[config.mk]
export PLATFORM = sky130hd
export DESIGN_NAME = branch_history_table
export DESIGN_NICKNAME = d
export VERILOG_FILES = /design/src/rtl/branch_history_table.sv
export SDC_FILE = /design/constraint.sdc
export NUM_CORES = 1
export LEC_CHECK = 0
export BUFFER_PORTS_ARGS = -buffer_cell sky130_fd_sc_hd__clkbuf_2
export CORE_AREA = 2 2 183 185
export CTS_CLUSTER_DIAMETER = 50
export DETAILED_ROUTE_END_ITERATION = 8
export DIE_AREA = 0 0 185 187
export HOLD_SLACK_MARGIN = 0.02
export PLACE_DENSITY = 0.53
export SKIP_LAST_GASP = 1
export SLEW_MARGIN = 10
export SYNTH_ARGS = -nofsm -noshare
export SYNTH_HDL_FRONTEND = slang
export SYNTH_SLANG_ARGS = --single-unit
[constraint.sdc]
create_clock -name clk_i -period 8.8 [get_ports clk_i]
set_input_delay 0.88 -clock clk_i [delete_from_list [all_inputs] [get_ports clk_i]]
set_output_delay 0.88 -clock clk_i [all_outputs]
set_load 0.05 [all_outputs]
[src/rtl/branch_history_table.sv]
// Branch history table: 2-bit saturating-counter direction predictor for the
// fetch stage, trained by conditional jumps resolving in execute, plus
// running counts of resolved and mispredicted conditional jumps.
module branch_history_table #(
   parameter int unsigned IDX_W    = 4,
   parameter logic [1:0]  INIT_CTR = 2'b01
) (
   input  logic        clk_i,
   input  logic        rst_n_i,
   input  logic [63:0] f_PC_i,
   input  logic [3:0]  f_icode_i,
   input  logic [3:0]  f_ifun_i,
   input  logic [63:0] f_valC_i,
   input  logic [63:0] f_valP_i,
   input  logic [63:0] E_PC_i,
   input  logic [3:0]  E_icode_i,
   input  logic [3:0]  E_ifun_i,
   input  logic        E_branch_taken_i,
   input  logic        e_Cnd_i,
   output logic [63:0] f_predPC_o,
   output logic        f_branch_taken_o,
   output logic [63:0] branch_cnt_o,
   output logic [63:0] mis_cnt_o
);

   localparam int         DEPTH      = 2 ** IDX_W;
   localparam logic [3:0] ICODE_JXX  = 4'd7;
   localparam logic [3:0] ICODE_CALL = 4'd8;
   localparam logic [3:0] IFUN_JMP   = 4'd0;

   logic [1:0]       ctr_q [DEPTH];
   logic [1:0]       ctr_d [DEPTH];
   logic [63:0]      branch_cnt_q, branch_cnt_d;
   logic [63:0]      mis_cnt_q, mis_cnt_d;
   logic [IDX_W-1:0] f_idx;
   logic [IDX_W-1:0] e_idx;
   logic             upd;
   logic             unused_pc_bits;

   // The table is direct-mapped on the low PC bits; the rest only aliases.
   assign f_idx          = f_PC_i[IDX_W-1:0];
   assign e_idx          = E_PC_i[IDX_W-1:0];
   assign unused_pc_bits = ^{f_PC_i[63:IDX_W], E_PC_i[63:IDX_W]};

   // Only conditional jumps train the table; jmp, call and bubbles do not.
   assign upd = (E_icode_i == ICODE_JXX) && (E_ifun_i != IFUN_JMP);

   assign branch_cnt_o = branch_cnt_q;
   assign mis_cnt_o    = mis_cnt_q;

   // Fetch prediction reads the registered table, so a same-cycle update is
   // only seen from the next cycle.
   always_comb begin
      // NOTE: every output gets a default first so no path infers a latch.
      f_branch_taken_o = 1'b0;
      f_predPC_o       = f_valP_i;
      if (f_icode_i == ICODE_JXX) begin
         if (f_ifun_i == IFUN_JMP) begin
            f_branch_taken_o = 1'b1;
            f_predPC_o       = f_valC_i;
         end else begin
            f_branch_taken_o = ctr_q[f_idx][1];
            f_predPC_o       = ctr_q[f_idx][1] ? f_valC_i : f_valP_i;
         end
      end else if (f_icode_i == ICODE_CALL) begin
         f_predPC_o = f_valC_i;
      end
   end

   // Next-state for the resolving conditional jump: saturating counter step
   // and statistic bumps.
   always_comb begin
      ctr_d        = ctr_q;
      branch_cnt_d = branch_cnt_q;
      mis_cnt_d    = mis_cnt_q;
      if (upd) begin
         if (e_Cnd_i) begin
            if (ctr_q[e_idx] != 2'b11) ctr_d[e_idx] = ctr_q[e_idx] + 2'd1;
         end else begin
            if (ctr_q[e_idx] != 2'b00) ctr_d[e_idx] = ctr_q[e_idx] - 2'd1;
         end
         branch_cnt_d = branch_cnt_q + 64'd1;
         if (e_Cnd_i != E_branch_taken_i) mis_cnt_d = mis_cnt_q + 64'd1;
      end
   end

   // State registers; reset restores the whole table to the weak initial bias.
   always_ff @(posedge clk_i or negedge rst_n_i) begin
      if (!rst_n_i) begin
         // NOTE: the counter array is reset entry by entry because predictions
         // are consumed straight out of reset and must never see X.
         for (int i = 0; i < DEPTH; i++) ctr_q[i] <= INIT_CTR;
         branch_cnt_q <= '0;
         mis_cnt_q    <= '0;
      end else begin
         // NOTE: non-blocking assignments so every flop samples pre-edge values.
         ctr_q        <= ctr_d;
         branch_cnt_q <= branch_cnt_d;
         mis_cnt_q    <= mis_cnt_d;
      end
   end

endmodule

Word level (Yosys, flattened, before mapping) --
Index checks and enable logic that the tools add are counted.
Word-level totals: logic and storage cells 60, output and inout bits 193, register bits 160, bits of input ports 276
Cells by class: $add $sub $neg 4, bitwise gates (word level) 2, reductions and logical operators 8, order comparisons 3, multiplexer cells 19, equality and inequality tests 6
Operator list (count):
- $mux 64 | 4
- $add 64x1->64 const B | 2
- $mux 32 | 3
- $bwmux 32 | 2
- $bmux 2 s4 | 2
- $ge 5x5->1 const B | 2
- $mux 2 | 5
- $not 4->5 | 2
- $demux 2 s4 | 1
- $eq 4x3->1 const B | 2
- $lt 5x1->1 const B | 1
- $eq 4x4->1 const B | 1
- $logic_not 4->1 | 1
- $reduce_bool 2->1 | 2
- $reduce_bool 4->1 | 1
- $reduce_and 3->1 | 1
- $add 2x1->2 const B | 1
- $logic_and 1x1->1 | 2
- $mux 1 | 2
- $ne 2x1->1 const B | 1
- $ne 2x2->1 const B | 1
- $reduce_and 2->1 | 1
- $sub 2x1->2 const B | 1
- $ne 1x1->1 | 1

Depth between registers and ports, before layout --
depth after elaboration 8, depth in mapped cells 12, depth with buffers taken out 10

Least setup slack after synthesis --
No wires, ideal clock.
kind input to output, start input f_PC_i[1], end output f_predPC_o[13], setup slack 4.988 ns, stages on the path 7, data required time 7.920 ns, buffers on the path 2, arrival 2.932 ns, cell sequence buf_2 mux4_2 a22o_1 a311oi_2 o21ai_2 buf_6 mux2_1
Between the ends: word-level cells in the longest chain between the ends 7
RTL lines:
- start: declaration | RTL line 10 | input logic [63:0] f_PC_i,
- $not 4->5 (not written as such) | RTL line 63 | f_predPC_o = ctr_q[f_idx][1] ? f_valC_i : f_valP_i;
- $bmux 2 s4 | RTL line 63
- $mux 2 (not written as such) (2 in a row) | RTL line 63
- $mux 64 | RTL line 63
- $mux 64 | RTL line 58 | if (f_ifun_i == IFUN_JMP) begin
- $mux 64 | RTL line 57 | if (f_icode_i == ICODE_JXX) begin
- end: declaration | RTL line 20 | output logic [63:0] f_predPC_o,
No other way between the ends. The select of a mux whose other input is x is not followed.

Final worst setup path --
start input f_PC_i[1], end output f_predPC_o[57]
The elaborated chain is that of the path after synthesis.

==> results.toml <==
[outcome]
status = "completed"

[synthesis]
syn_area_per_cell_um2 = 11.2
ys.flop_type = "dfrtp_1"
ys_seq_elements = 160
synth_edf_count = 0
yosysSeqAreaShare = 0.471
synth_nets = 1045
yosysWarnings = 0
syn_area_um2 = 8550
ys_types = 46
syn_inst = 765
synthArstFlopShare = 1.00

[timing]
worst_slack_ns = 4.35
tightest_slew_ns = 1.22
finClkSkew_ns = 0.0147
finalHoldViolCount = 0
finalSetupViolCount = 0
finalCritPeriodShare = 0.505
slew_violations = 0
rsz0062_at_grt = "false"
min_period_ns = 4.45
max_clock_freq_mhz = 225
setup_tns_ns = 0
max-slew-margin-rel = 0.180

[clock_tree]
post_cts_buffers = 0
ctsLongestPathBuffers = 2
cts_resized = 0
cts_tree = "built"
holdBufCountCts = 0
clock_latency_ns = 0.43
cts_inserted_buffers = 17
ctsRootBufferMaster = "clkbuf_16"
cts-htree-levels = 4
clk_pin_slew_ns = 0.06
cts.sinks = 160

[worst_setup_path]
cp.required_ns = 7.92
r2r_slack_ns = 5.66
cp_max_fo = 43
arrival_ns = 3.57
crit_path_start_kind = "primary input"
crit_type = "primary input to primary output"
end_kind = "primary output"
cp-startpoint = "f_PC_i[1]"

[route]
dr.pass1.iters = 4
drt-total-wl_um = 26200
drc_errors = 0
drtIter0Drc = 412
vias_per_cell = 4.56
ant_nets = 0
dr_total_vias = 7186
post_drt_wl_per_cell_um = 16.6

[place]
io_buffers = 348
gp_congestion = 0.816
placed_area_um2 = 10800
dp_slack_ns = 4.34
dp_hpwl_um = 20100
place_inst = 1545

[global_route]
grt.overflow.total = 0
grt_pass1_vias = 6899
grt_util_met1 = 0.229
globalRouteTotalUtil = 0.151
antenna_found_initial = 1
grtUsageMet2 = 0.214
grt_max_degree = 69
grt_busiest_layer = "met1"
globalRouteMet3Util = 0.0380
grt_pass1_wl_um = 40600

[pwr]
power_density_nw_per_um2 = 163
p_leak_uw = 0.00574
ir_drop_mv = 0.120

[cells_and_area]
nNetsFinal = 1396
fin_area_um2 = 11400
syn2layout_area_growth_pct = 32.9
drive_gt1_frac = 0.459
finalNonFillerCells = 1577
diodes = 0
fin_util = 0.346
final_common_cell = "clkbuf_2"
fillers = 3401
mostFrequentLayoutCells = "clkbuf_2 (347), dfrtp_1 (144), mux2_2 (83)"

[floorplanning]
initial_core_util = 0.260
dieWidth_um = 185
ios = 469
fp.dieArea_um2 = 34600
die_h_um = 187
fp.coreArea_um2 = 32900
rows = 67

[hold_path]
holdCritPathClass = "primary input to asynchronous set/reset pin"

[run]
cap_violations = 0
-- routing by layer --
metal  wire, um  up-vias
li1           -     3442
met1      12900     3503
met2      11400      216
met3       1620       23
met4        270        2
met5         13        -
-- critical path, cell delays in order --
cell	delay, ns
clkbuf_2	0.16
mux4_2	0.36
nand2b_1	0.11
a311oi_2	0.12
o21ai_4	0.59
buf_4	0.60
mux2_2	0.40
clkbuf_2	0.29
-- logic make-up (layout without fill, tap and decap cells) --
kind of cell | after synthesis | in the layout | share of synthesized area
AOI/OAI and AO/OA | 5 | 5 | 0.00542
adders and majority gates | 4 | 4 | 0.00586
xor gates and xnor gates | 128 | 128 | 0.131
and+or+nand+nor | 304 | 304 | 0.188
muxes | 115 | 115 | 0.171
DFF | 160 | 160 | 0.471
buffers and inverters | 49 | 413 | 0.0272
-- per-stage QoR --
| step | hold slack [ns] | power [uW] |
|---|---|---|
| after floorplan | 0.491 | 1010 |
| after global placement | 0.464 | 1130 |
| after detailed placement | 0.474 | 1130 |
| after CTS | 0.398 | 1880 |
| after global routing | 0.400 | 1930 |
| final | 0.403 | 1850 |
-- registers in the layout, summed over array words and instances (netlist names), named ones only --
name / flops
branch_cnt_o: 64
ctr_q: 16
mis_cnt_o: 64
-- final timing paths --
path,end,depth (start not counted)
max,f_predPC_o[57],8
min,mis_cnt_o[14],1
max reg2reg,ctr_q[31],10
min reg2reg,branch_cnt_o[63],1
max in group asynchronous,asynchronous set/reset pin,3
min in group clk_i,branch_cnt_o[63],1
-- power by group --
part	total [uW]	switching (uW)	leakage [uW]	internal, uW
Combinational	323	218	0.00339	105
Sequential	794	29.6	0.00206	765
Clock	732	333	0.000283	399
Total	1850	581	0.00574	1270
-- cells in the mapped netlist, types with 2 or more instances --
cell type,count,area [um2]
dfstp_2,16,420
ha_1,4,50.1
and3_1,10,62.6
mux2_4,10,150
inv_1,26,97.6
dfrtp_1,144,3600
nor3_1,50,250
nor2_1,37,139
and4_1,5,43.8
mux4_2,12,270
buf_2,3,15.0
and2_1,2,12.5
nor4bb_1,2,20.0
buf_6,6,67.6
clkbuf_1,13,48.8
nand2b_1,3,18.8
nor2b_1,3,18.8
mux2_2,83,935
xnor2_1,49,429
or3_1,2,12.5
xor2_1,79,692
nand3_1,42,210
nand2_1,62,233
nand3_2,2,20.0
mux2_1,7,78.8
mux2i_1,3,30.0
nand4b_1,3,26.3
nand4_1,30,188
nor4_1,40,250
-- layout make-up --
cell class | count | area [um2] | area share
sequential | 160 | 4020 | 0.354
tap | 448 | 561 | 0.0493
clock inverter | 15 | 149 | 0.0131
timing repair buffer | 355 | 1800 | 0.158
clock buffer | 17 | 425 | 0.0374
inverter | 26 | 97.6 | 0.00859
multi-input combinational | 556 | 4300 | 0.379
(Power assumes the default switching activity.)
